## config.mk

```make
export PLATFORM = sky130hd
export DESIGN_NAME = multdiv_unit_flat
export DESIGN_NICKNAME = d
export VERILOG_FILES = /design/src/rtl/multdiv_if.sv /design/src/rtl/multdiv_unit.sv /design/src/flat_wrapper.sv
export SDC_FILE = /design/constraint.sdc
export NUM_CORES = 1
export LEC_CHECK = 0
export CAP_MARGIN = 10
export CORE_MARGIN = 4
export CORE_UTILIZATION = 55
export CTS_BUF_LIST = sky130_fd_sc_hd__clkbuf_8
export DETAILED_ROUTE_END_ITERATION = 16
export PLACE_DENSITY = 0.71
export SYNTH_ARGS = -nofsm -noshare
export SYNTH_HDL_FRONTEND = slang
export SYNTH_SLANG_ARGS = --single-unit
```

## constraint.sdc

```tcl
create_clock -name clock -period 6.6 [get_ports clock]
set_input_delay 1.32 -clock clock [delete_from_list [all_inputs] [get_ports clock]]
set_output_delay 1.32 -clock clock [all_outputs]
set_load 0.03 [all_outputs]
```

## src/rtl/multdiv_if.sv

```systemverilog
// multdiv_if: start/operand/result bundle between the execute stage and the mult/div unit
interface multdiv_if #(parameter int WIDTH = 32);
  logic             ctrl_mult;
  logic             ctrl_div;
  logic [WIDTH-1:0] data_operandA;
  logic [WIDTH-1:0] data_operandB;
  logic [WIDTH-1:0] data_result;
  logic             data_exception;
  logic             data_resultRDY;
  logic             busy;
  modport master (
    output ctrl_mult, ctrl_div, data_operandA, data_operandB,
    input  data_result, data_exception, data_resultRDY, busy
  );
  modport slave (
    input  ctrl_mult, ctrl_div, data_operandA, data_operandB,
    output data_result, data_exception, data_resultRDY, busy
  );
endinterface

```

## src/rtl/multdiv_unit.sv

```systemverilog
// multdiv_unit: iterative signed shift-add multiply and restoring divide, one bit per cycle
module multdiv_unit #(parameter int WIDTH = 32) (
  input  logic      clock,
  input  logic      aclr,
  multdiv_if.slave  bus
);
  localparam int CW = $clog2(WIDTH) + 1;
  typedef enum logic [1:0] {IDLE, MUL, DIV, DONE} state_t;
  state_t state, state_n;
  logic [CW-1:0]      cnt;
  logic [2*WIDTH-1:0] mcand, prod, term;
  logic [WIDTH-1:0]   mplier, dvsr, quo, rem, result, mag_a, mag_b;
  logic [WIDTH:0]     rem_sh, diff;
  logic               neg, exc, rdy, busy_q, last, b_zero;
  assign last   = cnt == CW'(WIDTH);
  assign b_zero = bus.data_operandB == '0;
  assign mag_a  = bus.data_operandA[WIDTH-1] ? -bus.data_operandA : bus.data_operandA;
  assign mag_b  = bus.data_operandB[WIDTH-1] ? -bus.data_operandB : bus.data_operandB;
  assign term   = mplier[0] ? mcand : '0;
  assign rem_sh = {rem, quo[WIDTH-1]};
  assign diff   = rem_sh - {1'b0, dvsr};
  assign bus.data_result    = result;
  assign bus.data_exception = exc;
  assign bus.data_resultRDY = rdy;
  assign bus.busy           = busy_q;
  // state register
  always_ff @(posedge clock or negedge aclr)
    if (!aclr) state <= IDLE;
    else       state <= state_n;
  // next state: multiply wins a simultaneous start, a zero divisor skips straight to DONE
  always_comb begin
    state_n = state;
    unique case (state)
      IDLE:    state_n = bus.ctrl_mult ? MUL : !bus.ctrl_div ? IDLE : b_zero ? DONE : DIV;
      MUL:     state_n = last ? DONE : MUL;
      DIV:     state_n = last ? DONE : DIV;
      default: state_n = IDLE;
    endcase
  end
  // datapath: the multiplier's top bit carries negative weight, so the last step subtracts
  always_ff @(posedge clock or negedge aclr)
    if (!aclr) begin
      cnt    <= '0;
      mcand  <= '0;
      prod   <= '0;
      mplier <= '0;
      dvsr   <= '0;
      quo    <= '0;
      rem    <= '0;
      neg    <= 1'b0;
      result <= '0;
      exc    <= 1'b0;
      rdy    <= 1'b0;
      busy_q <= 1'b0;
    end else begin
      busy_q <= state_n == MUL || state_n == DIV;
      rdy    <= state_n == DONE;
      unique case (state)
        IDLE: begin
          cnt <= '0;
          if (bus.ctrl_mult) begin
            mcand  <= {{WIDTH{bus.data_operandA[WIDTH-1]}}, bus.data_operandA};
            mplier <= bus.data_operandB;
            prod   <= '0;
          end else if (bus.ctrl_div && b_zero) begin
            result <= '0;
            exc    <= 1'b1;
          end else if (bus.ctrl_div) begin
            dvsr <= mag_b;
            quo  <= mag_a;
            rem  <= '0;
            neg  <= bus.data_operandA[WIDTH-1] ^ bus.data_operandB[WIDTH-1];
          end
        end
        MUL: begin
          if (last) begin
            result <= prod[WIDTH-1:0];
            exc    <= !(&prod[2*WIDTH-1:WIDTH-1] || !(|prod[2*WIDTH-1:WIDTH-1]));
          end else begin
            prod   <= cnt == CW'(WIDTH-1) ? prod - term : prod + term;
            mcand  <= mcand << 1;
            mplier <= mplier >> 1;
            cnt    <= cnt + CW'(1);
          end
        end
        DIV: begin
          if (last) begin
            result <= neg ? -quo : quo;
            exc    <= !neg && quo[WIDTH-1];
          end else begin
            rem <= diff[WIDTH] ? rem_sh[WIDTH-1:0] : diff[WIDTH-1:0];
            quo <= {quo[WIDTH-2:0], !diff[WIDTH]};
            cnt <= cnt + CW'(1);
          end
        end
        default: cnt <= '0;
      endcase
    end
endmodule
```

## src/flat_wrapper.sv

```systemverilog
// flat-port wrapper written by rule: the top's interface ports become plain ports
module multdiv_unit_flat 
#(parameter int WIDTH = 32)
  (clock, aclr, bus_ctrl_mult, bus_ctrl_div, bus_data_operandA, bus_data_operandB, bus_data_result, bus_data_exception, bus_data_resultRDY, bus_busy);
  multdiv_if #(.WIDTH(WIDTH)) bus_i ();
  input  logic clock;
  input  logic aclr;
  input wire logic [$bits(bus_i.ctrl_mult)-1:0] bus_ctrl_mult;
  input wire logic [$bits(bus_i.ctrl_div)-1:0] bus_ctrl_div;
  input wire logic [$bits(bus_i.data_operandA)-1:0] bus_data_operandA;
  input wire logic [$bits(bus_i.data_operandB)-1:0] bus_data_operandB;
  output wire logic [$bits(bus_i.data_result)-1:0] bus_data_result;
  output wire logic [$bits(bus_i.data_exception)-1:0] bus_data_exception;
  output wire logic [$bits(bus_i.data_resultRDY)-1:0] bus_data_resultRDY;
  output wire logic [$bits(bus_i.busy)-1:0] bus_busy;
  assign bus_i.ctrl_mult = bus_ctrl_mult;
  assign bus_i.ctrl_div = bus_ctrl_div;
  assign bus_i.data_operandA = bus_data_operandA;
  assign bus_i.data_operandB = bus_data_operandB;
  assign bus_data_result = bus_i.data_result;
  assign bus_data_exception = bus_i.data_exception;
  assign bus_data_resultRDY = bus_i.data_resultRDY;
  assign bus_busy = bus_i.busy;
  multdiv_unit #(.WIDTH(WIDTH)) u_core (.clock(clock), .aclr(aclr), .bus(bus_i));
endmodule
```

==> impl_metrics.yaml, run 1 <==
timing:
  max_freq_mhz: 174
  slew_violations: 0
  final.setup.tns_ns: 0
  finalHoldViolations: 0
  fin_skew_ns: 0.0460
  post-route-period-util_pct: 86.9
  setup_viol_count_final: 0
  tightest_slew_ns: 1.14
  fin_crit_ns: 5.73
  slew_headroom_pct: 21.9
  rsz0062_at_grt: "false"
synth:
  ys_types: 82
  async_reset_ff_share_pct: 100
  synth-edff-count: 0
  syn_inst: 2811
  synth_top_flop_cell: "dfrtp_1"
  synth.cell_area_um2: 22400
  ys_ff_latch: 300
  synth_fp_nets: 2987
  postSynthAreaPerCell_um2: 7.96
  yosysWarnings: 0
  ys_seq_area_share_pct: 33.6
floorplanning:
  row_count: 73
  die_w_um: 210
  io_pins: 103
  dieArea_um2: 44000
  die_h_um: 210
  core_um2: 40000
  initial_utilization_pct: 55.9
critical_path:
  cpMostUsedCell: "o211ai_1"
  cp_slowest_cell: "a2111oi_0"
  crit_arrival_ns: 6.25
  worst_setup_path_end_kind: "flip-flop"
  crit_fanout: 72
  cp_num_buf_inv: 1
  crit_cells: 15
  crit_family: "compound AO/OA/AOI/OAI gates"
  cp.required_ns: 7.12
  reg2reg_depth: 15
  start_kind: "flip-flop"
  max_stage_delay_ns: 1.00
  critPathKind: "reg -> reg"
  cp_cell_sequence: "buf_4 > a21boi_0 > nor2_1 > or2_2 > o311ai_0 > ha_1 > nand2_1 > nor4_1 > o211ai_1 > a2111oi_0 > o211ai_1 > a211oi_1 > o31ai_1 > and2_0 > a221o_1"
detailed_routing:
  postRouteAntennaNets: 0
  wl_per_cell_um: 20.3
  drt-total-wl_um: 69100
  via_per_inst: 6.23
  dr.pass1.iters: 6
  drc: 0
  drt_iter0_drc: 2416
  vias: 21200
cts:
  cts-root-buf: "clkbuf_8"
  hold_buffers: 0
  postCtsSetupBuffers: 0
  insertion_delay_ns: 0.67
  clkTransAtPathRegs_ns: 0.06
  cts_max_level: 2
  clock_path_buffers: 3
  cts-resized-gates: 0
  cts.sinks: 300
  cts_inserted_buffers: 55
  cts_tree: "yes"
final_layout:
  areaGrowthSynthToFinish_pct: 11.4
  antenna_cells: 0
  final_common_cell: "nand2_1"
  fin_area_um2: 24900
  drive_gt1_share_pct: 5.29
  num-nets-final: 3003
  final_cell_mix: "nand2_1, o21ai_0, dfrtp_1"
global_route:
  grt_max_degree: 130
  grt_pass1_wl_um: 109000
  grt_overflow: 0
  first_global_vias: 19700
  track_usage_pct: 30.4
  antenna_found_initial: 2
place:
  portBuffers: 102
  place_area_um2: 23700
  hpwl_um: 50800
  gp_congestion: 0.978
run:
  cap_violations: 0
run_status:
  outcome: "completed"
hold_path:
  holdPathStages: 2
  hp-class: "reg -> reg"
per-stage QoR:
step / setup WS (ns) / util, % / std cells / hold WS, ns
5_1_grt: 0.496 / 62.3 / 3398 / 0.502
3_3_place_gp: 1.24 / 59.2 / 3294 / 0.459
6_report: 0.866 / 62.3 / 3398 / 0.478
2_1_floorplan: 1.28 / - / 2811 / 0.449
4_1_cts: 1.02 / 62.3 / 3397 / 0.485
3_5_place_dp: 1.04 / 59.2 / 3294 / 0.471
area by class of cell:
class | count | area [um2]
tap | 525 | 657
multi-input combinational | 2264 | 14000
inverter | 80 | 300
clock buffer | 79 | 1090
fill | 3577 | 15100
clock inverter | 24 | 136
timing repair buffer | 126 | 1250
sequential | 300 | 7510
Yosys cell counts, drive strengths merged, types with 24 or more instances:
cell,count,share of area [%]
ha,106,5.9
nand4,36,1.0
nand3,111,2.5
nor2,162,2.7
inv,79,1.3
a21o,42,1.4
nor3,35,0.78
o21ai,340,7.6
o211ai,28,0.94
xor2,115,4.5
or3,34,0.97
o31ai,59,2.0
mux2i,94,4.2
a31oi,24,0.67
xnor2,91,3.6
clkbuf,150,2.5
or4,24,0.84
a21oi,195,4.4
nand2,488,8.2
dfrtp,300,34
final timing paths:
check | slack, ns | end | startpoint
max | 0.87 | u_core.prod[63] | u_core.mplier[0]
min | 0.48 | u_core.mplier[12] | u_core.mplier[12]
max reg2reg | 0.87 | u_core.prod[63] | u_core.mplier[0]
min reg2reg | 0.48 | u_core.mplier[12] | u_core.mplier[12]
max in group asynchronous | 4.47 | u_core.mplier[11] | aclr
min in group asynchronous | 0.74 | u_core.bus.data_result[7] | aclr
flip-flops by register name, summed over array words and instances (netlist names):
register and count:
u_core.bus.busy 1, u_core.mcand 64, u_core.bus.data_result 32, u_core.cnt 6, u_core.dvsr 32, u_core.prod 64, u_core.neg 1, u_core.quo 32
u_core.mplier 32, u_core.bus.data_resultRDY 1, u_core.state 2, u_core.rem 32, u_core.bus.data_exception 1
worst reg2reg max path: stages (launching register included):
cell	delay, ns
dfrtp_2	0.40
buf_4	0.53
a21boi_0	0.36
nor2_1	0.25
or2_2	0.42
o311ai_0	0.28
ha_1	0.49
nand2_1	0.10
nor4_1	0.24
o211ai_1	0.18
a2111oi_0	1.00
o211ai_1	0.33
a211oi_1	0.41
o31ai_1	0.14
and2_0	0.19
a221o_1	0.28
metal layers:
layer | vias to the layer above | track usage (%) | wire length (um)
li1 | 10100 | - | -
met5 | - | 0 | 0
met3 | 130 | 5.31 | 5820
met4 | 0 | 9.81 | 2150
met1 | 10000 | 44.4 | 30800
met2 | 876 | 46.0 | 30300
logic make-up after synthesis:
logic type,after synthesis,synth area share (%)
DFF,300,33.6
muxes,101,4.56
buffers and inverters,247,4.19
adders and majority gates,108,6.11
and+or+nand+nor,1001,20.5
xor gates and xnor gates,206,8.06
AOI/OAI and AO/OA,848,23.1
Power of run 1 is not shown: default switching activity piles up to over one toggle a cycle in this logic, so the estimate is an artifact.
==> run 2, diff against run 1 <==
ABC_AREA = 1   (was unset)
PLACE_DENSITY = 0.7   (was 0.71)
==> impl_metrics.yaml, run 2 <==
timing:
  slew_headroom_pct: 33.5
  fin_crit_ns: 4.62
  fin_skew_ns: 0.0458
  rsz0062_at_grt: "false"
  final.setup.tns_ns: 0
  post-route-period-util_pct: 69.9
  setup_viol_count_final: 0
  tightest_slew_ns: 0.987
  slew_violations: 0
  setup_slack_ns: 1.98
  max_freq_mhz: 217
  finalHoldViolations: 0
global_route:
  first_global_vias: 24900
  grt_overflow: 0
  grt.met3_usage_pct: 8.31
  grt_max_degree: 121
  antenna_found_initial: 2
  grt_pass1_wl_um: 142000
  grtUsageMet2_pct: 49.8
  track_usage_pct: 35.3
  top_usage_layer: "met1"
  gr-usage-met1_pct: 54.1
critical_path:
  worst_setup_path_end_kind: "flip-flop"
  crit_family: "simple AND/OR/NAND/NOR gates"
  crit_arrival_ns: 5.18
  cp.required_ns: 7.17
  max_stage_delay_ns: 0.63
  crit_fanout: 41
  cp_cell_sequence: "buf_4 > nand2_1 > inv_2 > nor2_1 > nand3_1 > nor2_2 > nand2_2 > nor3_2 > nand3_1 > nand2_1 > nand2_1 > nand2_1 > inv_1 > ha_1 > nand2_1 > nor2_1 > nand2_1 > nor2_1 > nand3_1 > nand3_1 > a21oi_1 > o21ai_0 > nand2_1"
  critPathKind: "reg -> reg"
  start_kind: "flip-flop"
  cpMostUsedCell: "nand2_1"
  cp_slowest_cell: "dfrtp_2"
  cp_num_buf_inv: 3
synth:
  syn_inst: 4330
  synth_top_area_share_pct: 28.5
  async_reset_ff_share_pct: 100
  synth.cell_area_um2: 26300
  synth_most_common_cell: "nand2_1"
  synth_top_flop_cell: "dfrtp_1"
  yosys.area.top_type: "dfrtp_1"
  ys_top_cells_by_count: "nand2_1, inv_1, nor2_1, dfrtp_1, nand3_1"
  postSynthAreaPerCell_um2: 6.08
  ys_seq_area_share_pct: 28.5
  synth-edff-count: 0
  ys_ff_latch: 300
  synth_fp_nets: 4506
  yosysWarnings: 0
  ys_types: 53
  synthTopCellsByArea: "dfrtp_1, nand2_1, inv_1, nor2_1, nand3_1"
cts:
  cts_inserted_buffers: 56
  clkTransAtPathRegs_ns: 0.06
  hold_buffers: 0
  clock_path_buffers: 3
  cts-resized-gates: 0
  cts_max_level: 2
  cts-root-buf: "clkbuf_8"
  insertion_delay_ns: 0.68
  cts.sinks: 300
  cts_tree: "yes"
  postCtsSetupBuffers: 0
final_layout:
  multi_input_area_um2: 15600
  areaGrowthSynthToFinish_pct: 9.68
  regArea_um2: 7510
  final_common_cell: "nand2_1"
  fillers: 4858
  finalCoreUtilization_pct: 61.5
  drive_gt1_share_pct: 4.27
  num-nets-final: 4565
  reg_top3: "u_core.mcand: 64 flops, u_core.prod: 64 flops"
  fin_area_um2: 28900
  final_cell_mix: "nand2_1, inv_1, nor2_1"
detailed_routing:
  wl_per_cell_um: 18.4
  drt_iter0_drc: 3384
  drt-total-wl_um: 92500
  vias: 28200
  postRouteAntennaNets: 0
  dr.pass1.iters: 8
  via_per_inst: 5.60
  drc: 0
place:
  hpwl_um: 72600
  place_area_um2: 27700
  gp_congestion: 1.06
  place_ws_ns: 2.13
  portBuffers: 102
floorplanning:
  initial_utilization_pct: 56.1
  die_w_um: 227
  dieArea_um2: 51400
  io_pins: 103
  core_um2: 47000
  row_count: 79
  die_h_um: 227
power_and_ir_drop:
  p_per_area_nw_per_um2: 436
  p_leak_nw: 15.9
  power.ir.vdd_worst_mv: 0.488
hold_path:
  hp-class: "reg -> reg"
run:
  cap_violations: 0
run_status:
  outcome: "completed"
==> run 2: cell types whose count changed after synthesis, sizes merged, moves of 34 or more <==
cell,before,now
xor2,115,81
nand3,111,269
o21ai,340,223
o31ai,59,8
clkbuf,150,62
buf,17,61
nor2,162,410
or3,34,0
nand2,488,1621
a21o,42,4
xnor2,91,36
a21oi,195,147
inv,79,692
mux2i,94,0
==> run 2: per-layer routing <==
layer	up-vias	share of wire, %
met1	12900	46
met4	2	2.8
li1	13800	-
met5	-	0.014
met3	175	11
met2	1360	40
==> run 2: kinds of logic after synthesis <==
family	after synthesis	synth area share [%]
AND/OR/NAND/NOR	2448	38.4
flip-flops	300	28.5
AO/OA/AOI/OAI	541	11.9
buffers and inverters	816	12.1
adder cells (fa/ha/maj)	108	5.19
XOR/XNOR	117	3.89
==> run 2: metrics by stage <==
stage	power, W	hold slack, ns	cells
2_1_floorplan	0.00833	0.449	4330
3_3_place_gp	0.0104	0.463	4938
3_5_place_dp	0.0105	0.466	4938
4_1_cts	0.0124	0.481	5038
5_1_grt	0.0136	0.499	5039
6_report	0.0126	0.481	5039
==> run 2: worst paths after layout <==
| check | from | endpoint | slack [ns] | cells past startpoint |
|---|---|---|---|---|
| setup / recovery | u_core.mplier[0] | u_core.prod[35] | 1.98 | 23 |
| hold / removal | u_core.dvsr[7] | u_core.dvsr[7] | 0.48 | 2 |
| setup reg to reg | u_core.mplier[0] | u_core.prod[35] | 1.98 | 23 |
| hold reg to reg | u_core.dvsr[7] | u_core.dvsr[7] | 0.48 | 2 |
| max in group asynchronous | aclr | u_core.prod[3] | 4.68 | 2 |
| min in group asynchronous | aclr | u_core.rem[26] | 0.62 | 1 |
==> run 2: power by group <==
group / total, W / internal, W / switching [W]
Combinational: 0.00756 / 0.00227 / 0.00529
Sequential: 0.00314 / 0.00253 / 0.000613
Clock: 0.00189 / 0.00102 / 0.000865
Total: 0.0126 / 0.00582 / 0.00677
==> run 2: layout make-up <==
cell class                 count  share of cell area (%)
multi-input combinational   3214                    54.2
clock inverter                34                   0.828
inverter                     693                    9.02
sequential                   300                    26.0
clock buffer                  66                    3.15
timing repair buffer         124                    4.17
tap                          607                    2.63
antenna                        1                 0.00867
==> run 2: worst reg2reg max path, delay by kind of cell, from the launching register on <==
kind / cells / cell delay [ns]
AOI/OAI and AO/OA: 2 / 0.17
adders and majority gates: 1 / 0.34
buffers and inverters: 3 / 0.49
DFF: 1 / 0.63
and+or+nand+nor: 17 / 2.89
No activity file was read; power rests on OpenSTA's default activity.
